[src/rtl/mips_multicycle_ctrl.sv]
// Multicycle MIPS control FSM with memory wait-state handshake and wait-timeout watchdog.
// Optional ori/bne support is compiled in with `define MC_EXT_INSTR_EN.
module mips_multicycle_ctrl #(
  parameter int MEM_TIMEOUT = 15
) (
  input  logic       clk,
  input  logic       reset,
  input  logic [5:0] op,
  input  logic [5:0] funct,
  input  logic       zero,
  input  logic       mem_ready,
  output logic       pcen,
  output logic       irwrite,
  output logic       iord,
  output logic       memwrite,
  output logic       regwrite,
  output logic       regdst,
  output logic       memtoreg,
  output logic       alusrca,
  output logic [1:0] alusrcb,
  output logic [1:0] pcsrc,
  output logic       zext,
  output logic [2:0] alucontrol,
  output logic       illegal_op,
  output logic       mem_err
);

  typedef enum logic [3:0] {
    FETCH   = 4'd0,
    DECODE  = 4'd1,
    MEMADR  = 4'd2,
    MEMRD   = 4'd3,
    MEMWB   = 4'd4,
    MEMWR   = 4'd5,
    RTYPEEX = 4'd6,
    RTYPEWB = 4'd7,
    BEQEX   = 4'd8,
    ADDIEX  = 4'd9,
    ADDIWB  = 4'd10,
    JEX     = 4'd11,
    ORIEX   = 4'd12,
    BNEEX   = 4'd13,
    HALT    = 4'd15
  } state_t;

  localparam logic [5:0] OP_RTYPE = 6'b000000;
  localparam logic [5:0] OP_LW    = 6'b100011;
  localparam logic [5:0] OP_SW    = 6'b101011;
  localparam logic [5:0] OP_BEQ   = 6'b000100;
  localparam logic [5:0] OP_ADDI  = 6'b001000;
  localparam logic [5:0] OP_J     = 6'b000010;
  localparam logic [5:0] OP_ORI   = 6'b001101;
  localparam logic [5:0] OP_BNE   = 6'b000101;

  localparam logic [2:0] ALU_ADD = 3'b010;
  localparam logic [2:0] ALU_SUB = 3'b110;
  localparam logic [2:0] ALU_AND = 3'b000;
  localparam logic [2:0] ALU_OR  = 3'b001;
  localparam logic [2:0] ALU_SLT = 3'b111;

  // The counter only has to hold 0..MEM_TIMEOUT-1; the final wait cycle trips the fault.
  localparam int CW    = (MEM_TIMEOUT > 1) ? $clog2(MEM_TIMEOUT) : 1;
  localparam int LIMIT = (MEM_TIMEOUT > 0) ? MEM_TIMEOUT - 1 : 0;
  localparam logic [CW-1:0] LIMIT_C = CW'(LIMIT);

  state_t          state;
  state_t          state_next;
  state_t          cur;
  logic [CW-1:0]   wait_cnt;
  logic            waiting;
  logic            timeout;

  assign waiting = ((state == FETCH) || (state == MEMRD) || (state == MEMWR)) && !mem_ready;
  assign timeout = (MEM_TIMEOUT > 0) && waiting && (wait_cnt == LIMIT_C);

  always_ff @(posedge clk) begin
    if (!reset) begin
      state    <= FETCH;
      wait_cnt <= '0;
      mem_err  <= 1'b0;
    end else begin
      if (timeout) begin
        state   <= HALT;
        mem_err <= 1'b1;
      end else begin
        state <= state_next;
      end
      if (waiting && !timeout) wait_cnt <= wait_cnt + 1'b1;
      else                     wait_cnt <= '0;
    end
  end

  // While reset is held the outputs decode as FETCH, whatever the register holds.
  assign cur = reset ? state : FETCH;

  always_comb begin
    state_next = state;
    pcen       = 1'b0;
    irwrite    = 1'b0;
    iord       = 1'b0;
    memwrite   = 1'b0;
    regwrite   = 1'b0;
    regdst     = 1'b0;
    memtoreg   = 1'b0;
    alusrca    = 1'b0;
    alusrcb    = 2'b00;
    pcsrc      = 2'b00;
    zext       = 1'b0;
    alucontrol = ALU_AND;
    illegal_op = 1'b0;

    case (state)
      FETCH:   if (mem_ready) state_next = DECODE;
      DECODE: begin
        case (op)
          OP_LW, OP_SW: state_next = MEMADR;
          OP_RTYPE:     state_next = RTYPEEX;
          OP_BEQ:       state_next = BEQEX;
          OP_ADDI:      state_next = ADDIEX;
          OP_J:         state_next = JEX;
`ifdef MC_EXT_INSTR_EN
          OP_ORI:       state_next = ORIEX;
          OP_BNE:       state_next = BNEEX;
`endif
          default:      state_next = FETCH;
        endcase
      end
      MEMADR:  state_next = (op == OP_SW) ? MEMWR : MEMRD;
      MEMRD:   if (mem_ready) state_next = MEMWB;
      MEMWB:   state_next = FETCH;
      MEMWR:   if (mem_ready) state_next = FETCH;
      RTYPEEX: state_next = RTYPEWB;
      RTYPEWB: state_next = FETCH;
      BEQEX:   state_next = FETCH;
      ADDIEX:  state_next = ADDIWB;
      ADDIWB:  state_next = FETCH;
      JEX:     state_next = FETCH;
`ifdef MC_EXT_INSTR_EN
      ORIEX:   state_next = ADDIWB;
      BNEEX:   state_next = FETCH;
`endif
      HALT:    state_next = HALT;
      default: state_next = FETCH;
    endcase

    case (cur)
      FETCH: begin
        alusrcb    = 2'b01;
        alucontrol = ALU_ADD;
        irwrite    = mem_ready;
        pcen       = mem_ready;
      end
      DECODE: begin
        alusrcb    = 2'b11;
        alucontrol = ALU_ADD;
        case (op)
          OP_LW, OP_SW, OP_RTYPE, OP_BEQ, OP_ADDI, OP_J: illegal_op = 1'b0;
`ifdef MC_EXT_INSTR_EN
          OP_ORI, OP_BNE:                                illegal_op = 1'b0;
`endif
          default:                                       illegal_op = 1'b1;
        endcase
      end
      MEMADR: begin
        alusrca    = 1'b1;
        alusrcb    = 2'b10;
        alucontrol = ALU_ADD;
      end
      MEMRD:   iord = 1'b1;
      MEMWB: begin
        memtoreg = 1'b1;
        regwrite = 1'b1;
      end
      // The store strobe stays up for the whole access, including wait cycles.
      MEMWR: begin
        iord     = 1'b1;
        memwrite = 1'b1;
      end
      RTYPEEX: begin
        alusrca = 1'b1;
        case (funct)
          6'b100000: alucontrol = ALU_ADD;
          6'b100010: alucontrol = ALU_SUB;
          6'b100100: alucontrol = ALU_AND;
          6'b100101: alucontrol = ALU_OR;
          6'b101010: alucontrol = ALU_SLT;
          default:   alucontrol = ALU_ADD;
        endcase
      end
      RTYPEWB: begin
        regdst   = 1'b1;
        regwrite = 1'b1;
      end
      BEQEX: begin
        alusrca    = 1'b1;
        alucontrol = ALU_SUB;
        pcsrc      = 2'b01;
        pcen       = zero;
      end
      ADDIEX: begin
        alusrca    = 1'b1;
        alusrcb    = 2'b10;
        alucontrol = ALU_ADD;
      end
      ADDIWB:  regwrite = 1'b1;
      JEX: begin
        pcsrc = 2'b10;
        pcen  = 1'b1;
      end
`ifdef MC_EXT_INSTR_EN
      ORIEX: begin
        alusrca    = 1'b1;
        alusrcb    = 2'b10;
        zext       = 1'b1;
        alucontrol = ALU_OR;
      end
      BNEEX: begin
        alusrca    = 1'b1;
        alucontrol = ALU_SUB;
        pcsrc      = 2'b01;
        pcen       = ~zero;
      end
`endif
      default: begin
        pcen = 1'b0;
      end
    endcase

    if (!reset) begin
      pcen     = 1'b0;
      irwrite  = 1'b0;
      memwrite = 1'b0;
      regwrite = 1'b0;
    end
  end

endmodule
[config.mk]
export PLATFORM = sky130hd
export DESIGN_NAME = mips_multicycle_ctrl
export DESIGN_NICKNAME = d
export VERILOG_FILES = /design/src/rtl/mips_multicycle_ctrl.sv
export SDC_FILE = /design/constraint.sdc
export NUM_CORES = 1
export LEC_CHECK = 0
export CAP_MARGIN = 20
export CORE_ASPECT_RATIO = 1.25
export CORE_MARGIN = 2
export CORE_UTILIZATION = 44
export DETAILED_ROUTE_END_ITERATION = 8
export GPL_TIMING_DRIVEN = 1
export PLACE_DENSITY = 0.9
export SYNTH_ARGS = -nofsm -noshare
export SYNTH_HDL_FRONTEND = slang
export SYNTH_SLANG_ARGS = --single-unit
export TNS_END_PERCENT = 10
[constraint.sdc]
create_clock -name clk -period 1.6 [get_ports clk]
set_input_delay 0.24 -clock clk [delete_from_list [all_inputs] [get_ports clk]]
set_output_delay 0.24 -clock clk [all_outputs]
set_load 0.005 [all_outputs]
==> key figures <==
Status
  – Status: finished with violations
  – Failing checks: negative setup slack

Clock tree
  – Root Driver: clkbuf_4
  – CTS tree: yes
  – Clk pin slew, worst setup/hold paths: 0.07 ns
  – Clock Path Buffers: 2
  – H-Tree Depth: 1
  – # hold bufs at CTS: 0
  – TritonCTS Buffers: 3
  – Clk Latency, worst-skew pair: 0.26 ns
  – CTS sink count: 9

Timing
  – Minimum clock period: 1.76 ns
  – Max-slew violation count: 0
  – Finish-stage setup viols: 17
  – Fmax: 569 MHz
  – Fin crit share: 1.10
  – RSZ-0062 raised after global routing: yes
  – Hold Vio Cnt, Final: 0
  – Setup ws final: -0.158 ns
  – Skew final: 0.00590 ns

Logic synthesis
  – Gate Count Post-Synth: 134
  – Synthesis Warnings: 0
  – Main area contributors after synthesis: dfxtp_1, nor2_1, and3_1
  – Net count of the mapped netlist: 152
  – Post-synth EDFFs: 0
  – Main synth FF type: dfxtp_1
  – Synthesized flop and latch total: 9
  – Synthesized area per cell: 7.06 um^2
  – Library cells used by synthesis: 43
  – Yosys top cell by area: dfxtp_1
  – Post-synth top cells: nor2_1, dfxtp_1, and3_1, nand3_1, nor3_1
  – Most instantiated library cell after synthesis: nor2_1
  – Cell area after synthesis: 946 um^2
  – FFs w/ async S/R, synth: 0
  – Area share of the largest cell type after synthesis: 0.190
  – Register area share after synthesis: 0.190

Power
  – Lkg Pwr: 0.797 nW
  – Psw: 0.000272 W
  – Power per cell area: 433 mW/mm^2
  – Share of power burned in registers: 0.303
  – Switching Fraction: 0.346
  – P_int: 0.000515 W
  – Clock group share of total power: 0.226
  – Logic gate share of total power: 0.471
  – IR drop worst, VDD: 0.601 mV

Critical path
  – WP data arrival: 1.96 ns
  – CP required: 1.80 ns
  – CP max FO: 10
  – FF-to-FF End: state[3]$_SDFFE_PN0P_
  – CP max stage cell: nor4_1
  – Reg-to-reg slack, setup: -0.16 ns
  – Worst r2r src: state[1]$_SDFFE_PN0P_
  – Critical path's most frequent cell: buf_12
  – CP endpoint: state[3]$_SDFFE_PN0P_
  – Crit path kind: reg2reg
  – CP startpoint: state[1]$_SDFFE_PN0P_
  – Max stage delay on crit path: 0.42 ns
  – Worst setup EP type: flip-flop
  – Critical Path Start Type: flip-flop
  – Worst-path cell chain: buf_12 > buf_12 > nand2b_4 > buf_6 > buf_4 > nor4_1 > o31a_1
  – R2R depth: 7

Finish
  – P&R area growth vs syn: 91.9%
  – Nets@finish: 227
  – Seq. cell area: 193 um^2
  – Final std cells w/o fill: 228
  – N_diodes: 0
  – Final core utilization: 0.906
  – Area of the multi-input gates: 901 um^2
  – Share of layout cells above drive strength 1: 0.510
  – # fillers: 83

Die
  – Core region area: 0.00200 mm^2
  – Die W: 45.5 um
  – Initial Util: 0.472
  – FP Rows: 18
  – Top Ports: 34
  – Die Y: 55.8 um
  – Full die area: 0.00254 mm^2

Min path
  – Type of the tightest min-delay check: reg2reg

GRT
  – Largest net degree at the start of global routing: 14
  – Vias in the first global route: 1,388
  – Initial antenna violation count: 0
  – First-pass GRT wire length: 6.27 mm
  – Total gr overflow: 0
  – GRT Overall Usage: 0.329

Routing
  – Drt first pass iters: 5
  – Initial DRC count: 122
  – Post-DR vias/cell: 6.80
  – Total number of vias: 1,551
  – DRT antenna net count: 0
  – DR WL/cell: 23.3 um
  – WL final: 5.31 mm
  – Post-route DRC: 0

Place
  – GP Congestion: 0.918
  – I/O Buffers: 32
  – Hpwl dp: 2.80 mm
  – Dpl cells: 215

Run
  – Max-cap violations: 0
## state kept, by name, indices dropped and copies added (netlist names)
signal / cells
wait_cnt: 4
mem_err: 1
state: 4
## worst min-delay path by stage
| stage | start | end | slack (ns) | cells past startpoint |
|---|---|---|---|---|
| floorplan | reset | wait_cnt[1]$_SDFF_PN0_ | 0.43 | 2 |
| global placement | wait_cnt[0]$_SDFF_PN0_ | wait_cnt[0]$_SDFF_PN0_ | 0.44 | 1 |
| detailed placement | wait_cnt[0]$_SDFF_PN0_ | wait_cnt[0]$_SDFF_PN0_ | 0.45 | 1 |
| CTS | wait_cnt[0]$_SDFF_PN0_ | wait_cnt[0]$_SDFF_PN0_ | 0.47 | 1 |
| global route | wait_cnt[0]$_SDFF_PN0_ | wait_cnt[0]$_SDFF_PN0_ | 0.49 | 1 |
| finish | wait_cnt[0]$_SDFF_PN0_ | wait_cnt[0]$_SDFF_PN0_ | 0.47 | 1 |
## per-layer routing
layer / share of wire / track usage / vias up / wire length [um]
li1: - / - / 640 / -
met1: 0.33 / 0.332 / 697 / 1770
met2: 0.49 / 0.618 / 156 / 2590
met3: 0.096 / 0.0422 / 58 / 512
met4: 0.083 / 0.143 / 0 / 440
met5: 0 / 0 / - / 0
## worst max-delay path: cells and delay by family (launching register included)
family          cells  cell delay (ns)
flops               1             0.37
simple gates        2             0.56
compound gates      1             0.22
buf+inv             4             0.53
## stage by stage
| step | hold WS [ns] | setup slack, ns | setup TNS [ns] | cell area (um^2) | power (W) |
|---|---|---|---|---|---|
| after floorplan | 0.430 | 0.189 | 0 | 946 | 0.000357 |
| after global placement | 0.437 | -0.409 | -5.88 | 1540 | 0.000497 |
| after detailed placement | 0.454 | -0.505 | -6.97 | 1540 | 0.000511 |
| after CTS | 0.468 | -0.216 | -0.730 | 1630 | 0.000703 |
| after global routing | 0.487 | -0.218 | -1.89 | 1820 | 0.000808 |
| final | 0.467 | -0.158 | -1.07 | 1820 | 0.000787 |
## power by group through the flow
stage | clock, W | sequential (W) | combinational, W
5_1_grt | 0.000186 | 0.000239 | 0.000384
2_1_floorplan | 0 | 0.000239 | 0.000118
4_1_cts | 0.000182 | 0.000236 | 0.000285
3_5_place_dp | 0 | 0.000245 | 0.000265
3_3_place_gp | 0 | 0.000245 | 0.000252
6_report | 0.000178 | 0.000238 | 0.000370
## layout make-up
| type | instances | share of cell area |
|---|---|---|
| well taps | 20 | 0.0138 |
| clock inverters | 1 | 0.00276 |
| flip-flops and latches | 9 | 0.106 |
| repair buffers | 81 | 0.360 |
| multi-input cells | 110 | 0.496 |
| clock buffers | 3 | 0.0124 |
| inverters | 4 | 0.00827 |
## cell usage in the layout (no fill, tap or decap), types with 4 or more instances in the layout
cell type and n:
buf_4 43, nor2_1 12, buf_2 11, clkdlybuf4s50_1 10
nand2_1 6, and3_1 6, nand3_1 6, dlygate4sd2_1 6
dfxtp_1 5, buf_6 5, nor2b_4 4, a21oi_1 4
nor3_1 4
## kinds of logic (layout without fill, tap and decap cells)
logic type,count (synthesis),in the layout,share of synthesized area
compound gates,35,35,0.262
xor+xnor,7,7,0.0648
fa+ha+maj,2,2,0.0265
buf+inv,15,89,0.0754
flops,9,9,0.190
other cells,1,1,0.00396
simple gates,65,65,0.377
## what timing repair did
action | 4_1_cts | 5_1_grt
setup buffers | 5 | 4
gates resized for setup | 70 | 49
pin swaps | 8 | 13
setup endpoints to repair | 21 | 24
No activity file was read; power rests on OpenSTA's default activity.
